[src/rtl/cpu_clk_ctrl_if.sv]
`timescale 1ns/1ps
// Signal bundle between the CPU clock-enable controller and its environment.
// The master side drives the divided clock, run/step/halt controls; the
// slave side (the controller) returns the enable pulse and status.
interface cpu_clk_ctrl_if #(
  parameter int CNT_WIDTH = 32
);
  logic                 div_clk;
  logic                 run_sw;
  logic                 step_btn;
  logic                 halt_req;
  logic                 cpu_ce;
  logic [1:0]           state;
  logic                 halted;
  logic [CNT_WIDTH-1:0] cycle_count;

  modport master (
    output div_clk, run_sw, step_btn, halt_req,
    input  cpu_ce, state, halted, cycle_count
  );

  modport slave (
    input  div_clk, run_sw, step_btn, halt_req,
    output cpu_ce, state, halted, cycle_count
  );
endinterface

[src/rtl/cpu_clk_ctrl.sv]
`timescale 1ns/1ps
// CPU clock-enable controller.
// Synchronises the divided clock onto the fast clock and converts each of
// its rising edges into a single-cycle enable for the CPU core. A
// run/halt/single-step state machine decides which of those enables reach
// the core. All state lives on clk; nothing here gates a clock.
module cpu_clk_ctrl #(
  parameter int DEBOUNCE_WIDTH  = 16,
  parameter int DEBOUNCE_CYCLES = 50000,
  parameter int CNT_WIDTH       = 32
) (
  input logic           clk,
  input logic           rst_n,
  cpu_clk_ctrl_if.slave bus
);

  typedef enum logic [1:0] {
    ST_HALT      = 2'b00,
    ST_RUN       = 2'b01,
    ST_STEP_WAIT = 2'b10,
    ST_STEP_DONE = 2'b11
  } state_t;

  localparam logic [DEBOUNCE_WIDTH-1:0] DB_LAST = DEBOUNCE_WIDTH'(DEBOUNCE_CYCLES - 1);

  // divided-clock synchroniser and edge detect
  logic div_s1;
  logic div_s2;
  logic div_s3;
  logic tick;

  // run switch synchroniser
  logic run_s1;
  logic run_s;

  // step button synchroniser and debounce
  logic                      btn_s1;
  logic                      btn_s2;
  logic                      btn_db;
  logic [DEBOUNCE_WIDTH-1:0] db_cnt;
  logic                      step_req;

  // control state
  logic                 halt_latched;
  state_t               state_q;
  logic                 cpu_ce;
  logic [CNT_WIDTH-1:0] count_q;

  // Two-flop synchroniser for div_clk plus a third flop for rising-edge detect
  always_ff @(posedge clk or negedge rst_n) begin
    if (!rst_n) begin
      div_s1 <= 1'b0;
      div_s2 <= 1'b0;
      div_s3 <= 1'b0;
    end else begin
      div_s1 <= bus.div_clk;
      div_s2 <= div_s1;
      div_s3 <= div_s2;
    end
  end

  // Two-flop synchroniser for the run switch level
  always_ff @(posedge clk or negedge rst_n) begin
    if (!rst_n) begin
      run_s1 <= 1'b0;
      run_s  <= 1'b0;
    end else begin
      run_s1 <= bus.run_sw;
      run_s  <= run_s1;
    end
  end

  // Two-flop synchroniser for the raw step button
  always_ff @(posedge clk or negedge rst_n) begin
    if (!rst_n) begin
      btn_s1 <= 1'b0;
      btn_s2 <= 1'b0;
    end else begin
      btn_s1 <= bus.step_btn;
      btn_s2 <= btn_s1;
    end
  end

  // Debounce: accept a new button level only after it has differed from the
  // accepted level for DEBOUNCE_CYCLES consecutive cycles; a press (0->1 of
  // the accepted level) raises step_req for exactly one cycle.
  always_ff @(posedge clk or negedge rst_n) begin
    if (!rst_n) begin
      btn_db   <= 1'b0;
      db_cnt   <= '0;
      step_req <= 1'b0;
    end else if (btn_s2 == btn_db) begin
      db_cnt   <= '0;
      step_req <= 1'b0;
    end else if (db_cnt == DB_LAST) begin
      btn_db   <= btn_s2;
      db_cnt   <= '0;
      step_req <= btn_s2;
    end else begin
      db_cnt   <= db_cnt + DEBOUNCE_WIDTH'(1);
      step_req <= 1'b0;
    end
  end

  // A halt from the core while running sticks until the run switch drops
  always_ff @(posedge clk or negedge rst_n) begin
    if (!rst_n) begin
      halt_latched <= 1'b0;
    end else if (!run_s) begin
      halt_latched <= 1'b0;
    end else if ((state_q == ST_RUN) && bus.halt_req) begin
      halt_latched <= 1'b1;
    end
  end

  // Edge detect and enable gating; the RUN-state suppression must act in the
  // same cycle as the halt/run-drop, so this stays combinational
  always_comb begin
    tick   = div_s2 & ~div_s3;
    cpu_ce = 1'b0;
    case (state_q)
      ST_RUN:       cpu_ce = tick & ~bus.halt_req & run_s;
      ST_STEP_WAIT: cpu_ce = tick;
      default:      cpu_ce = 1'b0;
    endcase
  end

  // Run/halt/single-step state machine
  always_ff @(posedge clk or negedge rst_n) begin
    if (!rst_n) begin
      state_q <= ST_HALT;
    end else begin
      case (state_q)
        ST_HALT: begin
          // run wins over a simultaneous step request, which is then lost
          if (run_s && !halt_latched) begin
            state_q <= ST_RUN;
          end else if (step_req) begin
            state_q <= ST_STEP_WAIT;
          end
        end
        ST_RUN: begin
          if (!run_s || bus.halt_req) begin
            state_q <= ST_HALT;
          end
        end
        ST_STEP_WAIT: begin
          if (tick) begin
            state_q <= ST_STEP_DONE;
          end
        end
        ST_STEP_DONE: begin
          state_q <= ST_HALT;
        end
        default: begin
          state_q <= ST_HALT;
        end
      endcase
    end
  end

  // Count issued enables; wraps silently at the top
  always_ff @(posedge clk or negedge rst_n) begin
    if (!rst_n) begin
      count_q <= '0;
    end else if (cpu_ce) begin
      count_q <= count_q + CNT_WIDTH'(1);
    end
  end

  assign bus.cpu_ce      = cpu_ce;
  assign bus.state       = state_q;
  assign bus.halted      = (state_q == ST_HALT);
  assign bus.cycle_count = count_q;

endmodule

[src/flat_wrapper.sv]
// flat-port wrapper written by rule: the top's interface ports become plain ports
module cpu_clk_ctrl_flat 
#(
  parameter int DEBOUNCE_WIDTH  = 16,
  parameter int DEBOUNCE_CYCLES = 50000,
  parameter int CNT_WIDTH       = 32
)
  (clk, rst_n, bus_div_clk, bus_run_sw, bus_step_btn, bus_halt_req, bus_cpu_ce, bus_state, bus_halted, bus_cycle_count);
  cpu_clk_ctrl_if #(.CNT_WIDTH(CNT_WIDTH)) bus_i ();
  input logic clk;
  input logic rst_n;
  input wire logic [$bits(bus_i.div_clk)-1:0] bus_div_clk;
  input wire logic [$bits(bus_i.run_sw)-1:0] bus_run_sw;
  input wire logic [$bits(bus_i.step_btn)-1:0] bus_step_btn;
  input wire logic [$bits(bus_i.halt_req)-1:0] bus_halt_req;
  output wire logic [$bits(bus_i.cpu_ce)-1:0] bus_cpu_ce;
  output wire logic [$bits(bus_i.state)-1:0] bus_state;
  output wire logic [$bits(bus_i.halted)-1:0] bus_halted;
  output wire logic [$bits(bus_i.cycle_count)-1:0] bus_cycle_count;
  assign bus_i.div_clk = bus_div_clk;
  assign bus_i.run_sw = bus_run_sw;
  assign bus_i.step_btn = bus_step_btn;
  assign bus_i.halt_req = bus_halt_req;
  assign bus_cpu_ce = bus_i.cpu_ce;
  assign bus_state = bus_i.state;
  assign bus_halted = bus_i.halted;
  assign bus_cycle_count = bus_i.cycle_count;
  cpu_clk_ctrl #(.DEBOUNCE_WIDTH(DEBOUNCE_WIDTH), .DEBOUNCE_CYCLES(DEBOUNCE_CYCLES), .CNT_WIDTH(CNT_WIDTH)) u_core (.clk(clk), .rst_n(rst_n), .bus(bus_i));
endmodule
[config.mk]
export PLATFORM = sky130hd
export DESIGN_NAME = cpu_clk_ctrl_flat
export DESIGN_NICKNAME = d
export VERILOG_FILES = /design/src/rtl/cpu_clk_ctrl_if.sv /design/src/rtl/cpu_clk_ctrl.sv /design/src/flat_wrapper.sv
export SDC_FILE = /design/constraint.sdc
export NUM_CORES = 1
export LEC_CHECK = 0
export CORE_AREA = 10 10 80 89
export DETAILED_ROUTE_END_ITERATION = 10
export DIE_AREA = 0 0 90 99
export GPL_TIMING_DRIVEN = 0
export MAX_ROUTING_LAYER = met4
export PLACE_DENSITY = 0.82
export SYNTH_ARGS = -nofsm -noshare
export SYNTH_HDL_FRONTEND = slang
export SYNTH_SLANG_ARGS = --single-unit
export TNS_END_PERCENT = 5
[constraint.sdc]
create_clock -name clk -period 2.2 [get_ports clk]
set_clock_uncertainty 0.05 [all_clocks]
set_input_delay 0.22 -clock clk [delete_from_list [all_inputs] [get_ports clk]]
set_output_delay 0.22 -clock clk [all_outputs]
set_load 0.005 [all_outputs]
Yosys cells after proc, flatten, opt, wreduce, memory -nomap -nowiden
Cells that the tools add are included.
{"block": "op_classes", "n_addsub": 2, "eq_ne": 9, "muxes": 12, "bitwise_logic": 6, "reduce_logical": 8}
{"op": "$add A32 B1 Y32 const B", "count": 1}
{"op": "$mux W16", "count": 2}
{"op": "$add A16 B1 Y16 const B", "count": 1}
{"op": "$eq A16 B16 Y1 const B", "count": 1}
{"op": "$mux W2", "count": 4}
{"op": "$pmux W2 S4", "count": 1}
{"op": "$eq A2 B2 Y1 const B", "count": 2}
{"op": "$mux W1", "count": 4}
{"op": "$ne A2 B2 Y1 const B", "count": 2}
{"op": "$and A1 B1 Y1", "count": 3}
{"op": "$ne A3 B1 Y1 const B", "count": 1}
{"op": "$not A1 Y1", "count": 3}
{"op": "$reduce_and A3 Y1", "count": 1}
{"op": "$eq A2 B1 Y1 const B", "count": 1}
{"op": "$logic_and A1 B1 Y1", "count": 2}
{"op": "$logic_not A1 Y1", "count": 2}
{"op": "$logic_not A2 Y1", "count": 1}
{"op": "$ne A2 B1 Y1 const B", "count": 1}
{"op": "$pmux W1 S2", "count": 1}
{"op": "$reduce_and A2 Y1", "count": 1}
{"op": "$eq A1 B1 Y1", "count": 1}
{"op": "$logic_or A1 B1 Y1", "count": 1}
{"block": "totals", "regBits": 60, "in_bits": 6, "out_inout_bits": 36, "elab_cells": 50}

Longest topological paths before layout
{"block": "depth", "ltp_word": 5, "depth_mapped": 7, "depth_no_buf": 6}

Worst setup path before layout
Ideal clock, no wire load.
{"block": "synth_path", "path_kind": "reg-to-reg", "start": "register u_core.db_cnt[12]", "end": "register u_core.btn_db", "setup_time_ns": 0.125, "t_arrival_ns": 1.651, "required_time_ns": 2.025, "path_slack_ns": 0.374, "path_stages_with_launch": 5, "n_path_buf": 0, "synth_period_minus_slack_ns": 1.826, "cell_sequence": "dfrtp_1 > nor4_2 > nand3_2 > or4_4 > mux2_4"}
{"block": "synth_between", "elab_chain_len": 2}
{"element": "from (decl)", "line": "cpu_clk_ctrl.sv:40", "text": "logic [DEBOUNCE_WIDTH-1:0] db_cnt;"}
{"element": "from (signal assigned)", "line": "cpu_clk_ctrl.sv:100", "text": "db_cnt <= db_cnt + DEBOUNCE_WIDTH'(1);"}
{"element": "$eq A16 B16 Y1", "line": "cpu_clk_ctrl.sv:95", "text": "end else if (db_cnt == DB_LAST) begin"}
{"element": "$reduce_and A2 Y1 (no source line)"}
{"element": "to (signal assigned)", "line": "cpu_clk_ctrl.sv:96", "text": "btn_db <= btn_s2;"}
{"element": "to (decl)", "line": "cpu_clk_ctrl.sv:39", "text": "logic btn_db;"}
No other way between the ends.
A chain may end at the register's enable or synchronous reset.

Worst setup path in the final report
{"block": "layout_path", "start": "register u_core.state_q[0], in the netlist u_core.bus.state[0]", "end": "register u_core.count_q[21], in the netlist u_core.bus.cycle_count[21]"}
{"block": "layout_between", "elab_chain_len": 2, "word_cells_on_any_way": 3, "classes_between": "eq/ne: 2; mux: 1"}
{"element": "from (decl)", "line": "cpu_clk_ctrl.sv:45", "text": "state_t state_q;"}
{"element": "from (signal assigned)", "line": "cpu_clk_ctrl.sv:131", "text": "state_q <= ST_HALT;"}
{"element": "from (signal assigned)", "line": "cpu_clk_ctrl.sv:137", "text": "state_q <= ST_RUN;"}
{"element": "from (signal assigned)", "line": "cpu_clk_ctrl.sv:139", "text": "state_q <= ST_STEP_WAIT;"}
{"element": "$eq A2 B2 Y1 / $eq A2 B1 Y1 (equally long branches)", "line": "cpu_clk_ctrl.sv:121", "text": "case (state_q)"}
{"element": "$pmux W1 S2 *", "line": "cpu_clk_ctrl.sv:121"}
{"element": "to (signal assigned)", "line": "cpu_clk_ctrl.sv:167", "text": "count_q <= count_q + CNT_WIDTH'(1);"}
{"element": "to (decl)", "line": "cpu_clk_ctrl.sv:47", "text": "logic [CNT_WIDTH-1:0] count_q;"}
Mark *: on every way between the ends. The rest lies on a longest branch, timed or not.

==> metrics.md <==
| Metric | Value |
|---|---|
| Die X | `approximately 90 um` |
| CP Capture Type | `flop` |
| Clock sink count | `60` |
| Vias/cell | `between 5 and 6` |
| Synth area leader | `dfrtp_1` |
| Total CTS buffers | `9` |
| FF-to-FF End | `u_core.bus.cycle_count[21]` |
| 1st-iter DRT viols | `between 100 and 150` |
| Finished Core Util | `about 67%` |
| Antenna-violating nets left | `0` |
| Synth async-reset ratio | `100%` |
| TNS Setup | `0 ns` |
| CP Max Fanout | `7` |
| Clk Latency, worst-skew pair | `approximately 0.33 ns` |
| Crit start category | `flop` |
| Grt ovf | `0` |
| Initial Utilization | `between 50% and 60%` |
| Int Pwr | `a little under 2 mW` |
| DR vias | `2025` |
| ANT cells | `0` |
| Post-Synth Adder-Cell Area | `between 2 and 2.5%` |
| LEAKAGE | `roughly 1.6 nW` |
| Finished Layout Cells | `384` |
| Tmin final | `~2 ns` |
| Slowest stage delay, CP | `between 0.4 and 0.5 ns` |
| Worst-margin pin slew | `0.633 ns` |
| Final hold vios | `0` |
| Final net count | `~320` |
| Post-synthesis simple-gate area fraction | `a little over a fifth` |
| Worst Reg-to-Reg Cells | `6` |
| Smallest hold slack | `roughly 0.27 ns` |
| Input/output buffers | `41` |
| WS Path Type | `reg2reg` |
| Mux contribution to synthesized area | `less than 1%` |
| Worst Path Arrival | `about 2.2 ns` |
| Cell area after synthesis | `approximately 2800 um^2` |
| Syn nets | `261` |
| Flop and latch count out of synthesis | `60` |
| Ports | `42` |
| Die Y | `between 90 and 100 um` |
| Global-route wire length before repair | `roughly 9.8 mm` |
| Max-cap violations | `0` |
| Placed Cells | `between 300 and 400` |
| Synth warnings | `0` |
| Dpl cell area | `between 3000 and 4000 um^2` |
| Cell area after layout | `roughly 3500 um^2` |
| Synth top area cells | `dfrtp_1, xnor2_1, xor2_1` |
| Seq/Total Area, Yosys | `between 50% and 60%` |
| Filler cells | `roughly 380` |
| Net Switching | `726 uW` |
| Setup violations, final | `0` |
| Post-synthesis cell type count | `42` |
| Pins over their slew limit | `0` |
| Pwr dens | `about 760 nW/um^2` |
| Storage cell area | `between 1500 and 2000 um^2` |
| Core Box Area | `~5300 um^2` |
| Critical path, cell by cell | `inv_1 -> ha_1 -> and4b_1 -> o211ai_1 -> nor4_1 -> xor2_1` |
| Syn-to-layout area delta | `27.4%` |
| Post-DR wirelength/cell | `roughly 14 um` |
| Fin crit share | `around 93%` |
| 1st-pass router iterations | `4` |
| Crit Reg-Reg Startpoint | `u_core.bus.state[0]` |
| Largest family of logic cells by synthesized area | `simple AND/OR/NAND/NOR gates` |
| Place WS | `-0.0219 ns` |
| Final WS setup | `~0.16 ns` |
| Initial antenna violation count | `0` |
| HP Start | `bus_run_sw` |
| WP data required | `approximately 2.4 ns` |
| Count leader, synth | `dfrtp_1` |
| Crit path max-delay cell type | `dfrtp_1` |
| Clock share of power | `around a third` |
| Ys flop type | `dfrtp_1` |
| Share of cells above drive strength 1 | `between 10% and 20%` |
| GRT Total Usage | `13.7%` |
| RSZ-0062 raised after global routing | `yes` |
| Number of synthesized flops with an enable pin | `0` |
| Number of global-route vias before repair | `just over 2000` |
| Worst R2R Setup Slack | `0.16 ns` |
| Fraction of the mapped netlist area in compound gates | `4.43%` |
| Register share of total power | `between 40% and 50%` |
| Status | `complete, no violations` |
| Comb pwr share | `a little under a fifth` |
| PnR Total Power | `2.68 mW` |
| Die area | `8910 um^2` |
| Post-Synth XOR/XNOR Area | `14.2%` |
| CTS tree | `done` |
| Clock Tree Root | `clkbuf_8` |
| Final HPWL DP | `between 4 and 5 mm` |
| Drt drc | `0` |
| RePlAce Congestion | `0.863` |
| Synth cell count leaders | `dfrtp_1, nor2_1, xnor2_1` |
| WHS Endpoint | `u_core.run_s1` |
| Hold crit path type | `in2reg` |
| Rows | `28` |
| Area of the multi-input gates | `roughly 1200 um^2` |
| F_max | `491 MHz` |
| VDD IR max | `just over 0.0004 V` |
| Top cell type's share of synthesized area | `between 50% and 60%` |
| Clock slew at reported path FFs | `~0.06 ns` |
| Hold depth | `1` |
| Largest net degree at the start of global routing | `35` |
| Final WL | `around 5.6 mm` |
| Syn Area/Cell | `around 11 um^2` |
| # H-tree levels | `3` |
| Net Sw Frac | `between 20 and 30%` |
| Post-Syn Instances | `250` |
| Clock buffer depth | `2` |
| Slew Limit Headroom | `between 50% and 60%` |
==> flip-flops by register name, summed over array words and instances, names as in the netlist <==
name	flops
u_core.bus.state	2
u_core.db_cnt	16
u_core.bus.cycle_count	32
u_core.div_s1	1
u_core.btn_db	1
u_core.step_req	1
u_core.div_s3	1
u_core.run_s1	1
u_core.btn_s2	1
u_core.run_s	1
u_core.halt_latched	1
u_core.div_s2	1
u_core.btn_s1	1
==> worst max path at each step <==
stage	start	to	slack, ns
2_1_floorplan	u_core.db_cnt[12]	u_core.btn_db	0.37
3_3_place_gp	rst_n	u_core.db_cnt[7]	-0.96
3_5_place_dp	bus_halt_req	bus_cpu_ce	-0.02
4_1_cts	u_core.bus.state[0]	u_core.bus.cycle_count[28]	0.09
5_1_grt	u_core.bus.state[0]	u_core.bus.cycle_count[21]	-0.02
6_report	u_core.bus.state[0]	u_core.bus.cycle_count[21]	0.16
==> area by class of cell <==
class                   instances  area share [%]
well taps                      75            2.66
clock buffers                  14            5.18
clock inverters                 1           0.142
multi-input cells             176            35.3
plain buffers                   3           0.390
inverters                      11            1.17
flip-flops and latches         60            42.6
repair buffers                 44            12.5
==> routing by layer <==
layer	GRT usage, %	wire length [um]	share of wire (%)	vias to the layer above
met5	-	0	0	-
met2	22.5	2800	50	36
met3	3.34	193	3.5	10
li1	-	-	-	991
met1	15.0	2480	45	988
met4	7.35	95	1.7	0
==> power groups by stage <==
| stage | combinational, mW | clock, mW | sequential (mW) |
|---|---|---|---|
| final | 0.496 | 0.919 | 1.26 |
| after global routing | 0.557 | 0.982 | 1.28 |
| after CTS | 0.501 | 0.938 | 1.26 |
| after detailed placement | 0.468 | 0 | 1.28 |
| after global placement | 0.453 | 0 | 1.28 |
| after floorplan | 0.236 | 0 | 1.26 |
==> cell usage in the layout (no fill, tap or decap), drive strengths merged, types with 3 or more instances in the layout <==
cell | netlist | layout
clkbuf | 1 | 14
nor2 | 26 | 26
and4 | 6 | 6
xnor2 | 23 | 23
nand3 | 12 | 12
ha | 5 | 5
clkdlybuf4s50 | 0 | 39
inv | 11 | 11
buf | 2 | 6
nor3 | 17 | 17
nand4 | 10 | 10
dfrtp | 60 | 60
nand2 | 17 | 17
xor2 | 22 | 22
nor4 | 7 | 7
a21oi | 3 | 3
==> worst max-delay path: cells and delay by family, from the launching register on <==
kind	cells	cell delay [ns]
and+or+nand+nor	2	0.59
DFF	1	0.41
adders and majority gates	1	0.33
AOI/OAI and AO/OA	1	0.28
xor gates and xnor gates	1	0.17
buffers and inverters	1	0.12
==> logic make-up (layout without fill, tap and decap cells) <==
group / Yosys count / in the layout
adder cells (fa/ha/maj): 5 / 5
AND/OR/NAND/NOR: 110 / 110
XOR/XNOR: 45 / 45
flip-flops: 60 / 60
AO/OA/AOI/OAI: 14 / 14
buffers and inverters: 14 / 73
multiplexers: 2 / 2
==> repair_timing <==
item / in CTS / in global routing
hold buffers: 1 / 0
setup buffers: 1 / 0
gates resized for setup: 4 / 5
pin swaps: 1 / 0
endpoints found under the hold margin: 26 / 0
endpoints found under the setup margin: 1 / 15
No activity file was read; power rests on OpenSTA's default activity.
==> edit, RTL diff (config.mk and constraints unchanged) <==
`DEBOUNCE_WIDTH` is set to 16 in 2 places; all go to 12.
--- a/src/rtl/cpu_clk_ctrl.sv
+++ b/src/rtl/cpu_clk_ctrl.sv
@@ -5,7 +5,7 @@
 // run/halt/single-step state machine decides which of those enables reach
 // the core. All state lives on clk; nothing here gates a clock.
 module cpu_clk_ctrl #(
-  parameter int DEBOUNCE_WIDTH  = 16,
+  parameter int DEBOUNCE_WIDTH  = 12,
   parameter int DEBOUNCE_CYCLES = 50000,
   parameter int CNT_WIDTH       = 32
 ) (
--- a/src/flat_wrapper.sv
+++ b/src/flat_wrapper.sv
@@ -1,7 +1,7 @@
 // flat-port wrapper written by rule: the top's interface ports become plain ports
 module cpu_clk_ctrl_flat 
 #(
-  parameter int DEBOUNCE_WIDTH  = 16,
+  parameter int DEBOUNCE_WIDTH  = 12,
   parameter int DEBOUNCE_CYCLES = 50000,
   parameter int CNT_WIDTH       = 32
 )
Behaviour: no difference found for any inputs over 10 cycles, from zero or initial values and one cycle with rst_n low; that may be too few to reach the edited logic, so the function may still have changed.
==> edit against the unedited design <==
  * Critical endpoint is now u_core.bus.cycle_count[24]
  * Total power shrank 8.1%
  * Routed wire length fell by 4.5%
  * Fmax fell by 3.5%
  * Worst setup slack worse by 74 ps
  * Synthesized area shrank 7.4%
  * Sequential cell count shrank 4
  * Design area is 6.1% lower
  * Largest power group unchanged
  * Largest cell class unchanged
==> edit: results (changes against the unedited design) <==
Largest net degree at the start of global routing - 32 (was 35)
Status - finished, final reports clean (unchanged)
Synth area leaders - dfrtp_1, xnor2_1, nand4_1 (was dfrtp_1, xnor2_1, xor2_1)
# diodes - 0 (unchanged)
Worst min path class - input pin to register (unchanged)
Sequential-to-total area share from yosys stat - 54.7% (was 54.2%)
Worst EP arrival - 2270 ps (was 2240 ps)
CTS buffer count - 5 (was 9)
Number of flip-flops in the largest register - 32 (unchanged)
Drt first-iter violations - 135 (was 123)
Critical path peak fanout - 7 (unchanged)
Antenna violations before repair - 0 (unchanged)
GRT Total Usage - 12.7% (was 13.7%)
Mapped Nets - 240 (was 261)
Synth warn - 0 (unchanged)
Yosys cell types - 33 (was 42)
Finished Layout Cells - 362 (was 384)
DP Area - 3080 um^2 (was 3290 um^2)
H-tree Lvls - 2 (was 3)
Drt total wl - 5.31 mm (was 5.56 mm)
Post-DP HPWL - 3.77 mm (was 4.08 mm)
Insertion delay to the later sink of the worst-skew pair - 310 ps (was 330 ps)
Post-synth top area share - 54.7% (was 54.2%)
Synth cell count leaders - dfrtp_1, xnor2_1, nand3_1 (was dfrtp_1, nor2_1, xnor2_1)
Port buffer count - 41 (unchanged)
Max Root-Sink Buffers - 2 (unchanged)
Inst Count DP - 345 (was 367)
CTS Root Cell - clkbuf_8 (unchanged)
Max-slew headroom - 50.9% (was 57.6%)
Share of cells above drive strength 1 - 11.8% (was 10.4%)
Clock transition at the registers of the reported paths - 100 ps (was 60 ps)
First drt pass iteration count - 4 (unchanged)
DR vias - 1896 (was 2025)
Leak - 1.36 nW (was 1.55 nW)
Syn Area/Cell - 11.2 um^2 (was 11.1 um^2)
Sw Pwr - 0.684 mW (was 0.726 mW)
GPL Wtd Cong - 0.825 (was 0.863)
Total Nets Final - 298 (was 316)
First-pass GRT wire length - 9.34 mm (was 9.81 mm)
Peak supply drop - 0.000378 V (was 0.000406 V)
Async SR Flop Fraction - 100% (unchanged)
==> edit: cells by family (layout without fill, tap and decap cells) <==
family | after synthesis | after routing | synth area share, %
muxes | 4 | 4 | 1.86
DFF | 56 | 56 | 54.7
AOI/OAI and AO/OA | 7 | 7 | 2.73
xor gates and xnor gates | 42 | 42 | 14.4
adders and majority gates | 6 | 6 | 2.93
buffers and inverters | 12 | 71 | 2.05
and+or+nand+nor | 101 | 101 | 21.4
==> edit: area by class of cell <==
cell class	count	area, um^2
Tap cell	75	93.8
Buffer	5	35.0
Multi-Input combinational cell	160	1140
Inverter	7	26.3
Timing Repair Buffer	51	498
Sequential cell	56	1400
Fill cell	406	1980
Clock buffer	5	68.8
Clock inverter	3	47.5
==> edit: metal layers <==
layer / up-vias / global-route usage (%) / part of all wire, %
li1: 915 / - / -
met2: 40 / 20.8 / 51
met5: - / - / 0
met4: 0 / 3.68 / 1.1
met3: 6 / 3.49 / 4.9
met1: 935 / 15.0 / 43
==> edit: worst max-delay path, stage by stage, from the launching register on <==
cell and delay [ps]:
dfrtp_1 380, inv_2 70, ha_4 280, nand3b_1 130
buf_4 180, a2111oi_4 540, nand4_1 200, xnor2_1 170
==> edit: power groups by stage <==
stage	clock, mW	sequential, mW	combinational, mW
2_1_floorplan	0	1.19	0.248
3_3_place_gp	0	1.19	0.472
3_5_place_dp	0	1.19	0.492
4_1_cts	0.695	1.17	0.600
5_1_grt	0.745	1.19	0.668
6_report	0.678	1.18	0.608
==> edit: through the flow <==
step	setup WS, ps	setup TNS (ps)	utilization [%]
finish	88.4	0	62.5
global route	-42.3	-130	62.5
CTS	6.07	0	62.1
detailed placement	-84.8	-132	58.3
global placement	-824	-46070	58.0
floorplan	276	0	-
==> edit: path summary, 6_finish.rpt <==
kind / from / endpoint / slack [ps] / depth (start not counted)
worst max-delay path: u_core.bus.state[1] / u_core.bus.cycle_count[24] / 90 / 7
worst min-delay path: bus_run_sw / u_core.run_s1 / 290 / 1
worst max register to register: u_core.bus.state[1] / u_core.bus.cycle_count[24] / 90 / 7
worst min register to register: u_core.run_s1 / u_core.run_s / 310 / 0
max in group asynchronous: rst_n / u_core.bus.cycle_count[6] / 1150 / 3
min in group asynchronous: rst_n / u_core.bus.state[1] / 400 / 2
==> edit: what timing repair did <==
action                                  4_1_cts  5_1_grt
gates resized for setup                       7        4
setup buffers                                 7        1
endpoints found under the setup margin        1       16
pin swaps                                     2        2
hold buffers                                  1        0
hold endpoints to repair                     25        0
